`src/rtl/alu_pkg.sv`:
```
// Shared opcode encodings and default widths for the ALU issue stage.
package alu_pkg;
  localparam int ALU_DW     = 8;
  localparam int ALU_REG_AW = 3;

  localparam logic [2:0] OP_PASS = 3'b000;
  localparam logic [2:0] OP_ADD  = 3'b001;
  localparam logic [2:0] OP_SUB  = 3'b010;
  localparam logic [2:0] OP_AND  = 3'b011;
  localparam logic [2:0] OP_OR   = 3'b100;
  localparam logic [2:0] OP_XOR  = 3'b101;
endpackage

```
`src/rtl/alu_regfile.sv`:
```
// Register file: two combinational read ports plus a debug port, one sync write
// port, r0 hardwired to zero, synchronous clear.
module alu_regfile
  import alu_pkg::*;
#(
  parameter int DW     = ALU_DW,
  parameter int REG_AW = ALU_REG_AW
) (
  input  logic              clk,
  input  logic              rst,
  input  logic              we,
  input  logic [REG_AW-1:0] waddr,
  input  logic [DW-1:0]     wdata,
  input  logic [REG_AW-1:0] raddr_a,
  input  logic [REG_AW-1:0] raddr_b,
  input  logic [REG_AW-1:0] dbg_addr,
  output logic [DW-1:0]     rdata_a,
  output logic [DW-1:0]     rdata_b,
  output logic [DW-1:0]     dbg_data
);
  localparam int NREG = 2 ** REG_AW;

  logic [DW-1:0] mem [NREG];

  always_ff @(posedge clk) begin
    if (rst) begin
      for (int i = 0; i < NREG; i++) mem[i] <= '0;
    end else if (we && (waddr != '0)) begin
      mem[waddr] <= wdata;
    end
  end

  assign rdata_a  = (raddr_a  == '0) ? '0 : mem[raddr_a];
  assign rdata_b  = (raddr_b  == '0) ? '0 : mem[raddr_b];
  assign dbg_data = (dbg_addr == '0) ? '0 : mem[dbg_addr];
endmodule

```
`src/rtl/alu_issue_stage.sv`:
```
// ID/EX/WB issue stage around an external combinational ALU.
// Build option ALU_ISSUE_FORWARD_EN: forward EX results instead of stalling one cycle.
module alu_issue_stage
  import alu_pkg::*;
#(
  parameter int DW     = ALU_DW,
  parameter int REG_AW = ALU_REG_AW
) (
  input  logic              clk,
  input  logic              rst,
  input  logic              in_valid,
  output logic              in_ready,
  input  logic [2:0]        in_op,
  input  logic [REG_AW-1:0] in_rd,
  input  logic [REG_AW-1:0] in_ra,
  input  logic [REG_AW-1:0] in_rb,
  input  logic              in_imm_en,
  input  logic [DW-1:0]     in_imm,
  output logic [DW-1:0]     alu_src_a,
  output logic [DW-1:0]     alu_src_b,
  output logic [2:0]        alu_c,
  input  logic [DW-1:0]     alu_data_out,
  output logic              wb_valid,
  output logic [REG_AW-1:0] wb_rd,
  output logic [DW-1:0]     wb_data,
  input  logic [REG_AW-1:0] dbg_addr,
  output logic [DW-1:0]     dbg_data
);
  logic              vld_p1, vld_p2;
  logic [2:0]        op_p1;
  logic [REG_AW-1:0] rd_p1, rd_p2;
  logic [DW-1:0]     a_p1, b_p1, data_p2;
  logic [DW-1:0]     rf_a, rf_b, opnd_a, opnd_b;
  logic              ex_hit_a, ex_hit_b, wb_hit_a, wb_hit_b, accept;

  alu_regfile #(.DW(DW), .REG_AW(REG_AW)) u_regfile (
    .clk      (clk),
    .rst      (rst),
    .we       (vld_p2),
    .waddr    (rd_p2),
    .wdata    (data_p2),
    .raddr_a  (in_ra),
    .raddr_b  (in_rb),
    .dbg_addr (dbg_addr),
    .rdata_a  (rf_a),
    .rdata_b  (rf_b),
    .dbg_data (dbg_data)
  );

  // ID stage: hazard detection and operand selection
  assign ex_hit_a = vld_p1 && (rd_p1 == in_ra) && (in_ra != '0);
  assign ex_hit_b = vld_p1 && (rd_p1 == in_rb) && (in_rb != '0) && !in_imm_en;
  assign wb_hit_a = vld_p2 && (rd_p2 == in_ra);
  assign wb_hit_b = vld_p2 && (rd_p2 == in_rb);

`ifdef ALU_ISSUE_FORWARD_EN
  assign in_ready = 1'b1;
`else
  // A stalled instruction finds its producer in WB on the retry cycle.
  assign in_ready = !(in_valid && (ex_hit_a || ex_hit_b));
`endif

  assign accept = in_valid && in_ready;

  always_comb begin
    opnd_a = rf_a;
    if (in_ra == '0) opnd_a = '0;
`ifdef ALU_ISSUE_FORWARD_EN
    else if (ex_hit_a) opnd_a = alu_data_out;
`endif
    else if (wb_hit_a) opnd_a = data_p2;
  end

  always_comb begin
    opnd_b = rf_b;
    if (in_imm_en) opnd_b = in_imm;
    else if (in_rb == '0) opnd_b = '0;
`ifdef ALU_ISSUE_FORWARD_EN
    else if (ex_hit_b) opnd_b = alu_data_out;
`endif
    else if (wb_hit_b) opnd_b = data_p2;
  end

  // ID -> EX boundary
  always_ff @(posedge clk) begin
    if (rst) begin
      vld_p1 <= 1'b0;
      op_p1  <= '0;
      rd_p1  <= '0;
      a_p1   <= '0;
      b_p1   <= '0;
    end else begin
      vld_p1 <= accept;
      if (accept) begin
        op_p1 <= in_op;
        rd_p1 <= in_rd;
        a_p1  <= opnd_a;
        b_p1  <= opnd_b;
      end
    end
  end

  assign alu_src_a = a_p1;
  assign alu_src_b = b_p1;
  assign alu_c     = op_p1;

  // EX -> WB boundary
  always_ff @(posedge clk) begin
    if (rst) begin
      vld_p2  <= 1'b0;
      rd_p2   <= '0;
      data_p2 <= '0;
    end else begin
      vld_p2  <= vld_p1;
      rd_p2   <= rd_p1;
      data_p2 <= alu_data_out;
    end
  end

  assign wb_valid = vld_p2;
  assign wb_rd    = rd_p2;
  assign wb_data  = data_p2;
endmodule

```
`config.mk`:
```
export PLATFORM = sky130hd
export DESIGN_NAME = alu_issue_stage
export DESIGN_NICKNAME = d
export VERILOG_FILES = /design/src/rtl/alu_pkg.sv /design/src/rtl/alu_regfile.sv /design/src/rtl/alu_issue_stage.sv
export SDC_FILE = /design/constraint.sdc
export NUM_CORES = 1
export LEC_CHECK = 0
export BUFFER_PORTS_ARGS = -buffer_cell sky130_fd_sc_hd__buf_2
export CORE_MARGIN = 4
export CORE_UTILIZATION = 58
export DETAILED_ROUTE_END_ITERATION = 6
export MAX_ROUTING_LAYER = met4
export PLACE_DENSITY = 0.8
export SYNTH_ARGS = -nofsm -noshare
export SYNTH_HDL_FRONTEND = slang
export SYNTH_SLANG_ARGS = --single-unit
```
`constraint.sdc`:
```
create_clock -name clk -period 2.16 [get_ports clk]
set_input_delay 0 -clock clk [delete_from_list [all_inputs] [get_ports clk]]
set_output_delay 0 -clock clk [all_outputs]
set_load 0.005 [all_outputs]
```
==> impl_metrics.csv, run 1 <==
group,metric,value,unit
floorplanning,design.core.area,8850,um^2
global_routing,grt_pass1_vias,4001,
drt,vias,4040,
global_routing,grt_pass1_wl,22000,um
timing,timing.final.setup_violations,0,
clocking,clock_path_buffers,2,
power,power_frac_comb,0.147,
critical_path,worst-setup-path-type,"flop to flop",
yosys,yosysSeqAreaShare,0.488,
worst_hold_path,min-delay-path-class,"primary input to flop",
floorplanning,initial_util,0.607,
yosys,mean_cell_area_of_the_mapped_netlist,12.4,um^2
power,p_int,2.91,mW
critical_path,worstRegToRegCells,5,
place,routability_driven_placement_congestion_ratio,0.923,
worst_hold_path,worstHoldEndpoint,"vld_p1",
timing,fin_skew,7.07,ps
floorplanning,pin_count,75,
run_status,run_status,"completed",
critical_path,crit_path_cell_trace,"xnor2_1 -> nand4_1 -> o221a_2 -> nor2_1 -> o2bb2ai_1",
cells_and_area,final_core_utilization,0.720,
yosys,synth.ff_latch_count,99,
yosys,synth_top_family_by_area,"multiplexers",
timing,setup_total_negative_slack,0,ps
yosys,synthesis.yosys.warnings,0,
yosys,yosys.area_share.adder,0,
clocking,clockRootBuffer,"sky130_fd_sc_hd__clkbuf_8",
clocking,path_clk_slew,100,ps
worst_hold_path,whs_path_depth,4,
critical_path,cpMaxStageDelayCell,"sky130_fd_sc_hd__o221a_2",
yosys,synth-xor-area-share,0.0193,
clocking,cts_tree,"built",
floorplanning,rows,34,
global_routing,grt_antenna_before_repair,0,
timing,finalMaxSlewViolations,0,
clocking,clkLatencyLatePin,370,ps
clocking,cts_setup_buffers,0,
yosys,leading_register_cell_type_out_of_synthesis,"sky130_fd_sc_hd__edfxtp_1",
cells_and_area,num-nets-final,581,
critical_path,crit_arrival,2270,ps
cells_and_area,syn_to_final_growth,18.6,%
critical_path,crit_required,2450,ps
critical_path,setup.reg_to_reg.worst_slack,180,ps
yosys,mux_share_of_post_synthesis_cell_area,0.207,
clocking,cts.htree.levels,3,
power,irDropWorstVdd,0.410,mV
global_routing,grt_start_max_net_pins,44,
cells_and_area,layout.filler_cells,597,
timing,timing.final.hold_violations,0,
power,leakage,2.60,nW
power,switching_share,0.270,
timing,slew_headroom,0.596,
clocking,tritoncts.num_buffers,9,
timing,max_slew.worst_pin.slew,603,ps
timing,finalCritPeriodShare,0.915,
cells_and_area,drive_gt1_frac,0.289,
critical_path,timing.critical_path.fanout_max,18,
floorplanning,fp.dieW,104,um
drt,remaining_antenna_violation_count,0,
power,clock_power_share,0.302,
power,p_per_area,626,nW/um^2
drt,totalWireLength,13700,um
critical_path,r2r-end,"alu_src_a[1]",
drt,detailedRoute.firstPassIterationCount,5,
timing,rsz0062_at_grt,"no",
critical_path,cp_slowest_stage_delay,460,ps
cells_and_area,final_common_cell,"sky130_fd_sc_hd__buf_2",
critical_path,cp-start-kind,"flop",
yosys,number_of_flops_mapped_to_enable_cells_by_yosys,64,
clocking,post_cts_resize_count,0,
yosys,post_synth_num_cell_types,46,
critical_path,regToRegStartpoint,"rd_p1[0]",
clocking,cts-hold-fix-buffers,30,
drt,violation_count_after_the_first_detailed_routing_iteration,426,
global_routing,groute.usage.overall,0.267,
clocking,clock-sinks,99,
floorplanning,dieHeight,104,um
timing,timing.fmax,506,MHz
cells_and_area,antenna_cells_inserted,0,
critical_path,worst_setup_path_end_kind,"flop",
yosys,asyncSetResetFlopFracSynth,0,
power,p_sw,1.08,mW
yosys,synth_simple_gate_area_share,0.160,
global_routing,grt-ovfl-total,0,
cells_and_area,highest_count_cells_in_the_layout_ignoring_fill_and_taps,"sky130_fd_sc_hd__buf_2 (74), sky130_fd_sc_hd__edfxtp_1 (64), sky130_fd_sc_hd__and2_1 (56)",
drt,routedWlPerCell,20.8,um
power,seq_power_share,0.551,
job,drv_cap,0,
yosys,post_synth_inst_count,435,
drt,avgViaCountPerCell,6.13,
floorplanning,die_area,10900,um^2
worst_hold_path,hp-start,"in_valid",
place,io_buffer_count,74,
timing,period_needed,1980,ps
yosys,synth-compound-area-share,0.0911,
place,place_hpwl,10100,um
yosys,syn_area,5370,um^2
drt,drc_errors,0,
worst max-delay path by stage:
stage	start	depth (start not counted)	end	slack [ps]
2_1_floorplan	wb_valid	3	u_regfile.mem[1][0]	500
3_3_place_gp	in_rb[2]	6	alu_src_a[6]	340
3_5_place_dp	in_rb[2]	6	alu_src_a[4]	210
4_1_cts	rd_p1[0]	5	alu_src_a[4]	190
5_1_grt	rd_p1[0]	5	alu_src_a[1]	1
6_report	rd_p1[0]	5	alu_src_a[1]	180
flip-flops by register name, summed over array words and instances (netlist names):
name and flops:
wb_data 8, u_regfile.mem 64, wb_valid 1, alu_c 3
alu_src_a 8, vld_p1 1, wb_rd 3, alu_src_b 8
rd_p1 3
per-stage QoR:
stage	power (mW)	worst slack (ps)	hold WS [ps]	instances	area [um^2]
final	3.99	183	80.5	659	6370
after floorplan	2.58	502	41.0	442	5400
after global placement	2.75	337	208	613	5870
after CTS	4.00	186	56.1	659	6370
after detailed placement	2.77	205	213	613	5870
after global routing	4.15	0.959	87.7	659	6370
cell type report:
| cell class | count | area, um^2 | share of cell area |
|---|---|---|---|
| clock buffers | 10 | 149 | 0.0234 |
| clock inverters | 6 | 51.3 | 0.00805 |
| inverters | 2 | 7.51 | 0.00118 |
| multi-input cells | 313 | 2600 | 0.408 |
| flip-flops and latches | 99 | 2620 | 0.411 |
| well taps | 108 | 135 | 0.0212 |
| repair buffers | 121 | 811 | 0.127 |
power groups by stage:
| stage | clock network, mW | registers [mW] | logic [mW] |
|---|---|---|---|
| finish | 1.20 | 2.20 | 0.588 |
| global route | 1.31 | 2.21 | 0.637 |
| CTS | 1.23 | 2.19 | 0.582 |
| detailed placement | 0 | 2.23 | 0.539 |
| global placement | 0 | 2.23 | 0.527 |
| floorplan | 0 | 2.20 | 0.376 |
layer usage:
metal / track usage / wire length, um / vias up
li1: - / - / 1848
met1: 0.345 / 5510 / 1927
met2: 0.418 / 6560 / 231
met4: 0.0940 / 365 / 0
met3: 0.0602 / 1270 / 34
met5: - / 0 / -
synth_stat cells, drive strengths merged (3+ instances only):
cell,instances,area [um^2]
xnor2,10,95.1
edfxtp,64,1920
or2,8,50.1
mux2i,37,370
mux4,30,676
nor3,5,30.0
nor2,18,67.6
clkbuf,11,41.3
o2bb2ai,8,70.1
o21ai,7,35.0
buf,17,130
nand2b,4,25.0
a221oi,8,70.1
o211ai,7,52.6
mux2,6,67.6
nand2,36,135
and2,56,350
o221a,3,33.8
a21oi,8,40.0
a311oi,8,70.1
nand4,3,25.0
dfxtp,35,701
nor2b,22,138
a22oi,6,45.0
kinds of logic (layout without fill, tap and decap cells):
| logic type | Yosys count | count (layout) |
|---|---|---|
| flops | 99 | 99 |
| xor+xnor | 11 | 11 |
| buf+inv | 30 | 139 |
| compound gates | 63 | 63 |
| simple gates | 158 | 158 |
| other cells | 1 | 8 |
| mux | 73 | 73 |
critical path: cells and delay by family, from the launching register on:
kind            cells  cell delay (ps)
compound gates      2              640
xor+xnor            1              150
flops               1              450
simple gates        2              660
Power figures use the tool's default switching activity.
==> inputs of run 2 (changes only) <==
Settings changed: CORE_ASPECT_RATIO set to 0.9.
==> impl_metrics.csv, run 2 (same netlist as run 1, synthesis figures left out) <==
group,metric,value,unit
drt,avgViaCountPerCell,6.10,
drt,totalWireLength,14300,um
critical_path,cp-start-kind,"flop",
floorplanning,dieHeight,99.3,um
timing,max_slew.worst_pin.slew,570,ps
place,place_hpwl,10300,um
timing,timing.final.hold_violations,0,
floorplanning,rows,33,
timing,rsz0062_at_grt,"no",
drt,routedWlPerCell,21.0,um
floorplanning,initial_util,0.591,
timing,timing.fmax,512,MHz
power,leakage,2.62,nW
cells_and_area,top_register,"u_regfile.mem",
cells_and_area,antenna_cells_inserted,0,
power,design_power_total,4.08,mW
timing,finalHoldWorstSlack,11.9,ps
job,drv_cap,0,
clocking,clockRootBuffer,"sky130_fd_sc_hd__clkbuf_8",
clocking,clock-sinks,99,
drt,violation_count_after_the_first_detailed_routing_iteration,486,
clocking,clock_path_buffers,2,
cells_and_area,highest_count_cells_in_the_layout_ignoring_fill_and_taps,"sky130_fd_sc_hd__buf_2 (74), sky130_fd_sc_hd__edfxtp_1 (64), sky130_fd_sc_hd__and2_1 (56)",
global_routing,groute.usage.overall,0.283,
cells_and_area,drive_gt1_frac,0.290,
cells_and_area,largest_register_ff_count,64,
drt,vias,4137,
cells_and_area,area.sequential,2620,um^2
timing,finalCritPeriodShare,0.904,
cells_and_area,multi_input_comb_area,2600,um^2
drt,drc_errors,0,
timing,slew_headroom,0.619,
timing,setup_total_negative_slack,0,ps
critical_path,crit_arrival,2260,ps
critical_path,timing.critical_path.fanout_max,23,
clocking,cts.htree.levels,3,
cells_and_area,final_common_cell,"sky130_fd_sc_hd__buf_2",
place,io_buffer_count,74,
power,irDropWorstVdd,0.491,mV
critical_path,crit_required,2470,ps
clocking,tritoncts.num_buffers,9,
cells_and_area,final_core_utilization,0.709,
floorplanning,die_area,10900,um^2
drt,remaining_antenna_violation_count,0,
worst_hold_path,min-delay-path-class,"primary input to flop",
cells_and_area,syn_to_final_growth,19.9,%
floorplanning,design.core.area,9080,um^2
clocking,clkLatencyLatePin,380,ps
global_routing,grt_pass1_wl,22400,um
global_routing,grt_antenna_before_repair,0,
global_routing,grt_start_max_net_pins,29,
critical_path,worst_setup_path_end_kind,"flop",
critical_path,worst-setup-path-type,"flop to flop",
drt,detailedRoute.firstPassIterationCount,5,
timing,timing.final.setup_violations,0,
cells_and_area,num-nets-final,586,
global_routing,grt-ovfl-total,0,
global_routing,grt_pass1_vias,4007,
floorplanning,fp.dieW,109,um
power,p_per_area,633,nW/um^2
clocking,path_clk_slew,110,ps
place,routability_driven_placement_congestion_ratio,0.945,
floorplanning,pin_count,75,
clocking,cts_tree,"built",
cells_and_area,layout.filler_cells,644,
timing,finalMaxSlewViolations,0,
clocking,cts_setup_buffers,0,
timing,fin_skew,9.57,ps
timing,period_needed,1950,ps
run_status,run_status,"completed",
run 2: where the power goes:
part | switching [mW] | internal (mW)
Clock | 0.722 | 0.556
Combinational | 0.296 | 0.308
Sequential | 0.0954 | 2.10
Total | 1.11 | 2.96
run 2: final timing paths:
kind / start / to / slack, ps / depth (start not counted)
min: rst / wb_data[7] / 10 / 2
max: rd_p1[0] / alu_src_a[2] / 210 / 5
min reg2reg: alu_c[2] / alu_c[2] / 460 / 2
max reg2reg: rd_p1[0] / alu_src_a[2] / 210 / 5
run 2: timing repair:
action,in CTS,in global routing
hold buffers,32,0
setup endpoints to repair,0,0
endpoints found under the hold margin,22,0
resized for setup,0,0
run 2: metal layers:
metal,GRT usage,vias up,wire length (um)
met4,0.0997,0,414
met5,-,-,0
li1,-,1864,-
met2,0.417,272,6680
met3,0.0519,46,1430
met1,0.399,1955,5740
run 2: final cells by class:
type / count / share of cell area
Sequential cell: 99 / 0.407
Multi-Input combinational cell: 313 / 0.403
Timing Repair Buffer: 126 / 0.132
Tap cell: 122 / 0.0237
Clock buffer: 9 / 0.0192
Clock inverter: 7 / 0.0134
Inverter: 2 / 0.00117
run 2: metrics by stage:
stage,worst slack (ps),instance area (um^2),std cells
6_report,208,6440,678
3_3_place_gp,357,5910,630
3_5_place_dp,253,5910,630
5_1_grt,59.8,6440,678
4_1_cts,225,6440,678
2_1_floorplan,502,5400,442
run 2: critical path, stage by stage, from the launching register on:
cell and delay, ps:
sky130_fd_sc_hd__dfxtp_1 450, sky130_fd_sc_hd__xnor2_1 150, sky130_fd_sc_hd__nand4_1 180, sky130_fd_sc_hd__o221a_2 480
sky130_fd_sc_hd__nor2_1 450, sky130_fd_sc_hd__o2bb2ai_1 170
